==> src/rtl/branch_target_predictor.sv <==
// Direct-mapped branch target buffer with 2-bit saturating direction counters.
// Define BTP_TAG_CHECK_EN to store partial PC tags and require a tag match on hit.
module branch_target_predictor #(
    parameter int unsigned DATA_WIDTH = 32,
    parameter int unsigned ENTRIES    = 8,
    parameter int unsigned TAG_WIDTH  = 8
) (
    input  logic                  i_clk,
    input  logic                  i_rst_n,
    input  logic [DATA_WIDTH-1:0] i_if_pc,
    output logic                  o_prediction,
    output logic [DATA_WIDTH-1:0] o_target,
    input  logic                  i_upd_valid,
    input  logic                  i_upd_is_branch,
    input  logic [DATA_WIDTH-1:0] i_upd_pc,
    input  logic                  i_upd_taken,
    input  logic [DATA_WIDTH-1:0] i_upd_target,
    input  logic                  i_upd_pred,
    input  logic                  i_flush_all,
    output logic                  o_mispredict
);

    localparam int unsigned IDX = $clog2(ENTRIES);

    logic [ENTRIES-1:0]    valid_q;
    logic [1:0]            ctr_q [ENTRIES];
    logic [DATA_WIDTH-1:0] tgt_q [ENTRIES];
    logic                  mispredict_q;

    logic [IDX-1:0] if_idx;
    logic [IDX-1:0] upd_idx;
    logic           if_hit;
    logic           upd_hit;

    assign if_idx  = i_if_pc[IDX+1:2];
    assign upd_idx = i_upd_pc[IDX+1:2];

`ifdef BTP_TAG_CHECK_EN
    logic [TAG_WIDTH-1:0] tag_q [ENTRIES];
    logic [TAG_WIDTH-1:0] if_tag;
    logic [TAG_WIDTH-1:0] upd_tag;

    assign if_tag  = i_if_pc[IDX+2+TAG_WIDTH-1:IDX+2];
    assign upd_tag = i_upd_pc[IDX+2+TAG_WIDTH-1:IDX+2];
    assign if_hit  = valid_q[if_idx] && (tag_q[if_idx] == if_tag);
    assign upd_hit = valid_q[upd_idx] && (tag_q[upd_idx] == upd_tag);

    always_ff @(posedge i_clk) begin
        if (!i_rst_n) begin
            for (int i = 0; i < int'(ENTRIES); i++) tag_q[i] <= '0;
        end else if (!i_flush_all && i_upd_valid && !upd_hit && i_upd_taken) begin
            tag_q[upd_idx] <= upd_tag;
        end
    end
`else
    // Untagged: PCs that share an index alias onto the same entry.
    logic [TAG_WIDTH-1:0] unused_tag;
    assign unused_tag = i_if_pc[IDX+2+TAG_WIDTH-1:IDX+2] ^ i_upd_pc[IDX+2+TAG_WIDTH-1:IDX+2];
    assign if_hit     = valid_q[if_idx];
    assign upd_hit    = valid_q[upd_idx];
`endif

    logic unused_pc;
    assign unused_pc = ^{i_if_pc, i_upd_pc};

    // Lookup reads registered state only, so a same-cycle update is seen next cycle.
    assign o_prediction = if_hit && ctr_q[if_idx][1];
    assign o_target     = o_prediction ? tgt_q[if_idx] : '0;
    assign o_mispredict = mispredict_q;

    always_ff @(posedge i_clk) begin
        if (!i_rst_n) begin
            valid_q      <= '0;
            mispredict_q <= 1'b0;
            for (int i = 0; i < int'(ENTRIES); i++) begin
                ctr_q[i] <= 2'b01;
                tgt_q[i] <= '0;
            end
        end else begin
            mispredict_q <= i_upd_valid && (i_upd_pred ^ i_upd_taken);
            if (i_flush_all) begin
                valid_q <= '0;
            end else if (i_upd_valid) begin
                if (upd_hit) begin
                    if (i_upd_taken) begin
                        tgt_q[upd_idx] <= i_upd_target;
                        if (ctr_q[upd_idx] != 2'b11) ctr_q[upd_idx] <= ctr_q[upd_idx] + 2'd1;
                    end else if (ctr_q[upd_idx] != 2'b00) begin
                        ctr_q[upd_idx] <= ctr_q[upd_idx] - 2'd1;
                    end
                end else if (i_upd_taken) begin
                    valid_q[upd_idx] <= 1'b1;
                    tgt_q[upd_idx]   <= i_upd_target;
                    ctr_q[upd_idx]   <= i_upd_is_branch ? 2'b10 : 2'b11;
                end
            end
        end
    end

endmodule

==> config.mk <==
export PLATFORM = sky130hd
export DESIGN_NAME = branch_target_predictor
export DESIGN_NICKNAME = d
export VERILOG_FILES = /design/src/rtl/branch_target_predictor.sv
export SDC_FILE = /design/constraint.sdc
export NUM_CORES = 1
export LEC_CHECK = 0
export ABC_AREA = 0
export BUFFER_PORTS_ARGS = -buffer_cell sky130_fd_sc_hd__buf_4
export CAP_MARGIN = 40
export CORE_MARGIN = 1
export CORE_UTILIZATION = 59
export CTS_CLUSTER_DIAMETER = 30
export CTS_CLUSTER_SIZE = 24
export DETAILED_ROUTE_END_ITERATION = 16
export PLACE_DENSITY_LB_ADDON = 0.15
export SETUP_SLACK_MARGIN = 0.4
export SYNTH_ARGS = -nofsm -noshare
export SYNTH_HDL_FRONTEND = slang
export SYNTH_SLANG_ARGS = --single-unit
==> constraint.sdc <==
create_clock -name i_clk -period 4.5 [get_ports i_clk]
set_input_delay 0 -clock i_clk [delete_from_list [all_inputs] [get_ports i_clk]]
set_output_delay 0 -clock i_clk [all_outputs]
set_load 0.05 [all_outputs]
### Word level (Yosys, flattened, before mapping)

Memories as Yosys holds them, arrays and structs flattened.
Index checks and enable logic that the tools add are counted.

| operators by class | value |
|---|---|
| magnitude comparators | 3 |
| mux-type cells | 43 |
| shift-type cells | 0 |
| $add $sub $neg | 2 |
| bitwise operators | 7 |
| reduce and logical (&&, ||, !) cells | 8 |
| equal/unequal tests | 1 |
| divide/modulo/power cells | 0 |
| multiply operators | 0 |

Operators with widths:

| cell | count |
|---|---|
| two-way mux 32 bit | 3 |
| two-way mux 1 bit | 32 |
| OR reduction 32 bit | 1 |
| less-than comparator 3 x 4 -> 1 bit (second input constant) | 2 |
| OR 8 bit | 1 |
| binary-select mux 1 bit (select 3 bit) | 2 |
| two-way mux 2 bit | 3 |
| two-way mux 3 bit | 2 |
| OR reduction 2 bit | 2 |
| demux 1 bit (select 3 bit) | 1 |
| greater-or-equal comparator 3 x 1 -> 1 bit (second input constant) | 1 |
| logical AND 1 bit | 3 |
| OR 1 bit | 3 |
| AND reduction 3 bit | 1 |
| adder 2 x 1 -> 2 bit (second input constant) | 1 |
| inequality test 2 bit (second input constant) | 1 |
| NOT 1 bit | 2 |
| nonzero test 2 bit | 1 |
| subtractor 2 x 1 -> 2 bit (second input constant) | 1 |
| XOR 1 bit | 1 |

| word-level totals | value |
|---|---|
| register bits | 9 |
| memories | 2 |
| bits in writable memories | 272 |
| bits in latches | 0 |
| memory bits (read-only) | 0 |
| input bits | 103 |

Memories:

| name | depth | width | rd ports | clocked after Yosys merged registers in | wr ports | RTL line | RTL |
|---|---|---|---|---|---|---|---|
| tgt_q | 8 | 32 | 1 | 0 | 8 | 27 | `logic [DATA_WIDTH-1:0] tgt_q [ENTRIES];` |
| ctr_q | 8 | 2 | 2 | 0 | 8 | 26 | `logic [1:0] ctr_q [ENTRIES];` |

### Longest topological paths before layout

Gate-level depths: netlist of run 1.
An unclocked memory read counts as a cell.

| logic depth | value |
|---|---|
| depth after elaboration | 13 |
| depth in mapped cells | 7 |

### Worst setup path after synthesis of run 1

OpenSTA, ideal clock, no wires.

| path | value |
|---|---|
| path type | in2reg |
| start | in i_upd_pc[4] |
| end | mem tgt_q[6][0] (enable) |
| cell stages on the path | 5 |
| arrival | 3.129 ns |
| data required time | 4.034 ns |
| slack | 0.906 ns |
| buffers on the path | 2 |
| library setup time | 0.466 ns |
| path through | buf_2 -> buf_1 -> nand2_1 -> or2_2 -> o21ai_0 |

RTL lines:

| element | RTL line | RTL |
|---|---|---|
| start, declared | 15 | `input logic [DATA_WIDTH-1:0] i_upd_pc,` |
| end, declared | 27 |  |

==> results of run 1 <==
power by group:
part	internal (mW)	total (mW)	switching (mW)
combinational	0.199	0.423	0.225
sequential	3.00	3.04	0.0354
clock	2.27	3.47	1.20
total	5.47	6.93	1.46
cell families after synthesis:
group,synth area share
mux,0.152
flops,0.648
xor+xnor,0.000680
buf+inv,0.0192
compound gates,0.0228
simple gates,0.157
metrics by stage:
step / instance area [um^2] / cells / power, mW / util
after floorplan: 12900 / 846 / 3.33 / -
after global placement: 13800 / 1158 / 3.45 / 0.651
after detailed placement: 13900 / 1164 / 3.48 / 0.657
after CTS: 15900 / 1288 / 6.96 / 0.748
after global routing: 15900 / 1288 / 7.13 / 0.748
final: 15900 / 1288 / 6.93 / 0.748
state kept, by name (all words and copies together) (netlist names):
register and count:
ctr_q 16, o_mispredict 1, tgt_q 256, valid_q 8
routing by layer:
layer	global-route usage	vias up
met1	0.364	3869
met2	0.450	346
met5	0	-
li1	-	3408
met4	0.0980	0
met3	0.0485	65
critical path, delay by kind of cell (launching register included):
family | cells | cell delay [ns]
AOI/OAI and AO/OA | 3 | 0.66
buffers and inverters | 1 | 0.63
DFF | 1 | 0.36
muxes | 2 | 0.93
cell usage in the layout, fill, tap and decap left out, types with 3 or more instances in the layout:
cell and count:
clkbuf_16 49, edfxtp_1 272, mux4_2 67, nor2_2 7
dlygate4sd3_1 39, and2_1 258, clkbuf_1 6, clkinvlp_4 6
mux4_1 3, nor2_1 42, dfxtp_1 9, buf_4 96
and3_1 3, nand3_1 10, clkinv_2 12, nand2_1 21
nor2b_1 3, a21oi_1 9, mux2i_1 35, a22o_1 8
bufinv_16 5, o21ai_4 7, a31oi_1 5, o21ai_1 7
clkinv_4 3
timing repair:
item / CTS / global route
gates resized for setup: 0 / 0
hold buffers: 39 / 0
endpoints found under the hold margin: 281 / 0
final cells by class:
class / count / area (um^2) / area share
flip-flops and latches: 281 / 8350 / 0.526
clock inverters: 30 / 307 / 0.0193
repair buffers: 141 / 1240 / 0.0779
inverters: 2 / 7.51 / 0.000473
well taps: 275 / 344 / 0.0217
clock buffers: 55 / 1250 / 0.0786
multi-input cells: 504 / 4390 / 0.276
path summary, 6_finish.rpt:
kind,from,to,cells after the start
setup / recovery,ctr_q[2][0],ctr_q[0][0],6
hold / removal,i_upd_pc[2],ctr_q[6][0],3
setup reg to reg,ctr_q[2][0],ctr_q[0][0],6
hold reg to reg,valid_q[2],valid_q[2],1
==> flow_summary.toml, run 1 <==
[clock_network]
path_clk_slew_ns = 0.05
cts_root_buf = "clkbuf_16"
clk_latency_ns = 0.53
clockBufferDepth = 3
cts.sinks = 281
post_cts_buffers = 0
htreeDepth = 2
cts_made_buffers = 48
cts_tree = "done"

[setup_path]
crit_chain = "mux4_1 -> mux2i_1 -> a2111o_1 -> o211ai_2 -> o41ai_2 -> dlygate4sd3_1"
worstSetupPathType = "reg -> reg"
reg2reg_slack_ns = 1.61
crit_required_ns = 4.74
crit_fanout = 8
crit_slowest_cell = "dlygate4sd3_1"
cp.arrival_ns = 3.13
start_kind = "register"
slowest_delay_ns = 0.63
cp-end-kind = "register"

[synthesis]
ys_seq_elements = 281
syn_inst = 846
synth-main-ff-cell = "edfxtp_1"
synth-async-reset-ratio = 0
synth.net_count = 949
synth_edf_count = 272
synth_area_per_cell_um2 = 15.2
ys_seq_area_frac = 0.648
synth.top_cells.by_count = "edfxtp_1, and2_1, mux4_2"
synthDistinctLibCells = 37
synthesis.area_um2 = 12900
ys_warn_count = 0
yosys.area.top_type_share = 0.634
synth_most_common_cell = "edfxtp_1"
synth.largest_area_cell = "edfxtp_1"
ys_top_cells_by_area = "edfxtp_1, and2_1, mux4_2"

[timing]
fin_skew_ns = 0.00808
setup_ws_ns = 1.61
rsz0062_at_grt = "no"
tns_ns = 0
hold_slack_ns = 0.00653
period_share = 0.642
worst_pin_slew_ns = 0.746
fmax_mhz = 346
slew_viol_final = 0
period_needed_ns = 2.89
finalHoldViolCount = 0
setup_viol = 0
max_slew_margin = 0.503

[routing]
wl_met3_um = 2270
via_per_inst = 5.97
wl_met2_um = 14500
m1WireLength_um = 11400
drt_iter0_drc = 605
drc_errors = 0
wl_per_cell_um = 22.5
drt-total-wl_um = 29000
ant_nets = 0
vias = 7688
top_layer_used = "met4"
first_pass_iters = 5

[final_layout]
finalNetCount = 1081
final_layout_size_suffix_gt1_frac = 0.266
fillCellCount = 1319
areaGrowthSynthToFinish_pct = 23.2
diodes = 0

[die]
rows = 53
num_io_pins = 137
die_area_um2 = 22400
initial_utilization = 0.607
die_h_um = 150
die_w_um = 150
coreArea_um2 = 21200

[placement]
dp_slack_ns = 1.99
io_buffers = 78
dp_hpwl_um = 16100
gp_congestion = 0.887

[run_status]
status = "finished clean"

[grt]
grt_antenna_before_repair = 0
grt_pass1_vias = 8011
overflow = 0
gr-usage-all-layers = 0.272
grt_start_max_net_pins = 34
grt_pass1_wl_um = 44600

[power]
power.density_nw_per_um2 = 436
p_leak_nw = 5.80
ir_drop_mv = 0.284

[flow_run]
drv_cap = 0

[hold_path]
hold_class = "in -> reg"
Note: power is estimated with default switching activity, not from simulation.
==> run 2: changes to the inputs <==
CORE_UTILIZATION = 53   (was 59)
clock period = 2.55 ns   (was 4.5 ns; I/O delays follow)
==> run 2 against run 1 <==
Net effect: sequential power is 77% higher; core utilization is 4.3 points lower; sequential cell count unchanged; via count up 1.1%; die area increased by 11%; critical endpoint is now o_target[15].
==> flow_summary.toml, run 2 (synthesized netlist as in run 1, its figures left out) <==
[final_layout]
regMostFlops = "tgt_q"
final_area_um2 = 16700
final_common_cell = "edfxtp_1"
final_layout_size_suffix_gt1_frac = 0.299
fin_cells = 1365
post-route-util = 0.705
diodes = 0
largest_reg_flops = 256
areaGrowthSynthToFinish_pct = 29.7
finalNetCount = 1108
top_regs = "tgt_q x256, ctr_q x16, valid_q x8"
final_cell_mix = "edfxtp_1, and2_1, buf_4, mux4_2, clkbuf_16"

[placement]
postPlaceCellArea_um2 = 14200
dp_slack_ns = 0.174
dp_hpwl_um = 17900
gp_congestion = 0.807
placed_cells = 1224
io_buffers = 78

[setup_path]
crit_fanout = 18
worstSetupPathType = "reg -> out"
cp.arrival_ns = 2.27
reg2reg_slack_ns = 0.36
slowest_delay_ns = 0.55
crit_required_ns = 2.55
cp-end-kind = "primary output"
crit_chain = "nand2_1 -> nor2_1 -> a31oi_1 -> mux4_2 -> buf_6 -> nor2_1 -> buf_6"
crit_slowest_cell = "mux4_2"
start_kind = "register"

[grt]
overflow = 0
grt_pass1_vias = 8504
grt_start_max_net_pins = 43
grt_pass1_wl_um = 46300
grt_antenna_before_repair = 0
gr-usage-all-layers = 0.257

[clock_network]
cts_made_buffers = 54
htreeDepth = 2
clockBufferDepth = 3
path_clk_slew_ns = 0.04
cts_root_buf = "clkbuf_16"
cts_tree = "done"
cts.sinks = 281
clk_latency_ns = 0.53

[power]
power.density_nw_per_um2 = 798
p_seq_frac = 0.403
power_switching_share = 0.200
p_int_mw = 10.7
p_leak_nw = 6.11
p_total_mw = 13.3
p_clk_frac = 0.537
p_comb_frac = 0.060
p_sw_mw = 2.67
ir_drop_mv = 0.572

[routing]
via_per_inst = 5.69
vias = 7772
wl_per_cell_um = 22.5
ant_nets = 0
drt-total-wl_um = 30700
first_pass_iters = 5
drt_iter0_drc = 569
drc_errors = 0

[timing]
fmax_mhz = 440
worst_pin_slew_ns = 0.654
period_needed_ns = 2.27
setup_viol = 0
hold_slack_ns = 0.0426
rsz0062_at_grt = "yes"
setup_ws_ns = 0.279
max_slew_margin = 0.563
fin_skew_ns = 0.00760
tns_ns = 0
slew_viol_final = 0
period_share = 0.891
finalHoldViolCount = 0

[hold_path]
hold_class = "in -> reg"

[die]
coreArea_um2 = 23700
die_w_um = 158
rows = 56
num_io_pins = 137
die_h_um = 158
die_area_um2 = 24900
initial_utilization = 0.544

[flow_run]
drv_cap = 0

[run_status]
status = "finished clean"
run 2: cell types whose count changed in the layout (fill, tap and decap cells not counted), moves of 8 or more:
cell and change:
clkbuf_16 +8, buf_12 +9, buf_6 +33, clkinv_1 +10, nor2_1 -13, nor2_2 +9, buf_4 -18
run 2: worst paths after layout:
check                 endpoint  cells after the start            start
hold reg to reg     valid_q[4]                      1       valid_q[4]
setup reg to reg   ctr_q[5][1]                      5      ctr_q[6][0]
setup / recovery  o_target[15]                      7      ctr_q[4][1]
hold / removal     ctr_q[1][0]                      4  i_upd_is_branch
run 2: cell type report:
class / count / area [um^2]
Clock buffer: 66 / 1490
Clock inverter: 31 / 378
Fill cell: 1552 / 6980
Inverter: 2 / 7.51
Multi-Input combinational cell: 504 / 4510
Sequential cell: 281 / 8350
Tap cell: 319 / 399
Timing Repair Buffer: 162 / 1580
run 2: metal layers:
metal / routed length, um / vias up / global-route usage
met5: 0 / - / 0
met4: 793 / 0 / 0.0989
met3: 1690 / 71 / 0.0449
met2: 16300 / 273 / 0.461
met1: 11900 / 3963 / 0.306
li1: - / 3465 / -
run 2: power groups by stage:
stage               clock, mW  combinational [mW]  sequential, mW
global route             7.45               0.854            5.38
CTS                      7.23               0.797            5.37
finish                   7.17               0.800            5.37
global placement            0               0.714            5.43
floorplan                   0               0.440            5.43
detailed placement          0               0.730            5.45
run 2: critical path, delay by kind of cell (launching register included):
| family | cells | cell delay, ns |
|---|---|---|
| AO/OA/AOI/OAI | 1 | 0.06 |
| buffers and inverters | 2 | 0.40 |
| flip-flops | 1 | 0.38 |
| multiplexers | 1 | 0.55 |
| AND/OR/NAND/NOR | 3 | 0.35 |
run 2: timing repair:
item,in CTS,in global routing
gates resized for setup,42,22
hold buffers,40,0
endpoints found under the hold margin,274,0
setup buffers,1,3
pin swaps,2,6
setup endpoints to repair,49,63
==> run 3: changes to the inputs <==
CORE_MARGIN = 3   (was 1)
PLACE_DENSITY = 0.76   (was unset)
PLACE_DENSITY_LB_ADDON = unset   (was 0.15)
==> run 3 against run 2 <==
Net effect: non-clock buffer count grew 1; clock-buffer cell count shrank 14; setup slack got worse by 0.049 ns; fmax fell by 2.1%; total power decreased by 3.0%; cell count down 0.44%; global-route usage down 1.4 points; clock skew is 0.00069 ns lower; combinational power grew 0.9%; critical path type unchanged; critical endpoint is now o_target[5]; largest power group unchanged; highest routed layer unchanged.
==> flow_summary.toml, run 3 (synthesized netlist as in run 1, its figures left out) <==
[die]
die_h_um = 162
coreArea_um2 = 23700
rows = 56
die_area_um2 = 26200
initial_utilization = 0.544
num_io_pins = 137
die_w_um = 162

[final_layout]
multi_input_area_um2 = 4510
final_area_um2 = 16600
fin_cells = 1359
final_cell_mix = "edfxtp_1, and2_1, buf_4, mux4_2, clkbuf_16"
final-seq-area_um2 = 8350
diodes = 0
fillCellCount = 1554
final_layout_size_suffix_gt1_frac = 0.304
top_regs = "tgt_q x256, ctr_q x16, valid_q x8"
finalNetCount = 1103
regMostFlops = "tgt_q"
areaGrowthSynthToFinish_pct = 28.5
final_common_cell = "edfxtp_1"
largest_reg_flops = 256

[routing]
wl_per_cell_um = 22.8
first_pass_iters = 5
via_per_inst = 5.76
drt-total-wl_um = 31000
drc_errors = 0
drt_iter0_drc = 773
ant_nets = 0
vias = 7823

[timing]
finalHoldViolCount = 0
rsz0062_at_grt = "yes"
max_slew_margin = 0.565
slew_viol_final = 0
period_needed_ns = 2.32
worst_pin_slew_ns = 0.652
fmax_mhz = 431
setup_viol = 0
fin_skew_ns = 0.00691
period_share = 0.910

[placement]
dp_hpwl_um = 17100
postPlaceCellArea_um2 = 14100
gp_congestion = 0.846
placed_cells = 1219
io_buffers = 78

[clock_network]
path_clk_slew_ns = 0.04
htreeDepth = 2
cts_root_buf = "clkbuf_16"
cts.sinks = 281
cts_made_buffers = 48
clk_latency_ns = 0.53
cts_tree = "done"
clockBufferDepth = 3

[hold_path]
worstHoldStart = "i_upd_pc[3]"
hold_class = "in -> reg"
worstHoldEndpoint = "ctr_q[6][0]"
min_path_cells = 4

[setup_path]
reg2reg_slack_ns = 0.37
reg2reg_depth = 6
crit_required_ns = 2.55
cp.arrival_ns = 2.32
crit_fanout = 14
start_kind = "register"
r2r_start = "valid_q[2]"
cp-end-kind = "primary output"
r2r_end = "ctr_q[0][1]"
worstSetupPathType = "reg -> out"

[grt]
grt_pass1_wl_um = 48200
grt_start_max_net_pins = 37
grt_pass1_vias = 8428
gr-usage-all-layers = 0.242
grt_antenna_before_repair = 0
overflow = 0

[power]
power.density_nw_per_um2 = 781
ir_drop_mv = 0.485
p_leak_nw = 6.03

[flow_run]
drv_cap = 0

[run_status]
status = "finished clean"
## run 3: cell types whose count changed in the layout (fill, tap and decap cells not counted), sizes merged
| cell | previous run | this run |
|---|---|---|
| buf | 122 | 123 |
| clkbuf | 66 | 52 |
| clkinv | 20 | 16 |
| inv | 2 | 9 |
| clkinvlp | 2 | 6 |
## run 3: area by class of cell
type                            count  area share
Inverter                            2    0.000453
Timing Repair Buffer              163      0.0950
Multi-Input combinational cell    504       0.272
Clock buffer                       52      0.0747
Tap cell                          319      0.0241
Clock inverter                     38      0.0298
Sequential cell                   281       0.504
## run 3: routing by layer
metal / vias up / routed length [um] / GRT usage / part of all wire
met4: 0 / 689 / 0.0748 / 0.022
met2: 321 / 15900 / 0.419 / 0.51
li1: 3453 / - / - / -
met3: 60 / 2170 / 0.0495 / 0.070
met1: 3989 / 12300 / 0.311 / 0.40
met5: - / 0 / 0 / 0
## run 3: worst max-delay path by stage
stage / from / end / slack (ns) / cells past startpoint
2_1_floorplan: i_upd_taken / tgt_q[1][0] / -0.05 / 4
3_3_place_gp: ctr_q[3][0] / ctr_q[0][0] / 0.31 / 5
3_5_place_dp: ctr_q[1][0] / ctr_q[0][0] / 0.26 / 5
4_1_cts: ctr_q[4][1] / o_target[13] / 0.23 / 7
5_1_grt: ctr_q[4][1] / o_target[5] / 0.15 / 7
6_report: ctr_q[6][1] / o_target[5] / 0.23 / 7
## run 3: timing repair
action                     in CTS  in global routing
setup buffers                   7                  3
hold buffers                   40                  0
setup endpoints to repair      49                 65
gates resized for setup        35                 32
cloned                          0                  0
hold endpoints to repair      288                  0
pin swaps                       3                  3
## run 3: where the power goes
part | switching [mW] | internal [mW]
sequential | 0.0686 | 5.29
clock | 2.30 | 4.47
combinational | 0.435 | 0.372
## run 3: critical path: stages, from the launching register on
cell	delay, ns
edfxtp_1	0.38
nand2_1	0.10
nor2_1	0.10
a31oi_1	0.05
mux4_2	0.62
buf_12	0.21
nor2_1	0.15
buf_6	0.18
## run 3: stage by stage
stage	total power [mW]	hold slack, ns	setup WS [ns]	TNS [ns]	utilization
floorplan	5.87	0.137	-0.0454	-5.81	-
global placement	6.14	0.245	0.308	0	0.595
detailed placement	6.17	0.246	0.264	0	0.595
CTS	13.0	0.0150	0.232	0	0.693
global route	13.3	0.0335	0.149	0	0.699
finish	12.9	0.0265	0.230	0	0.699
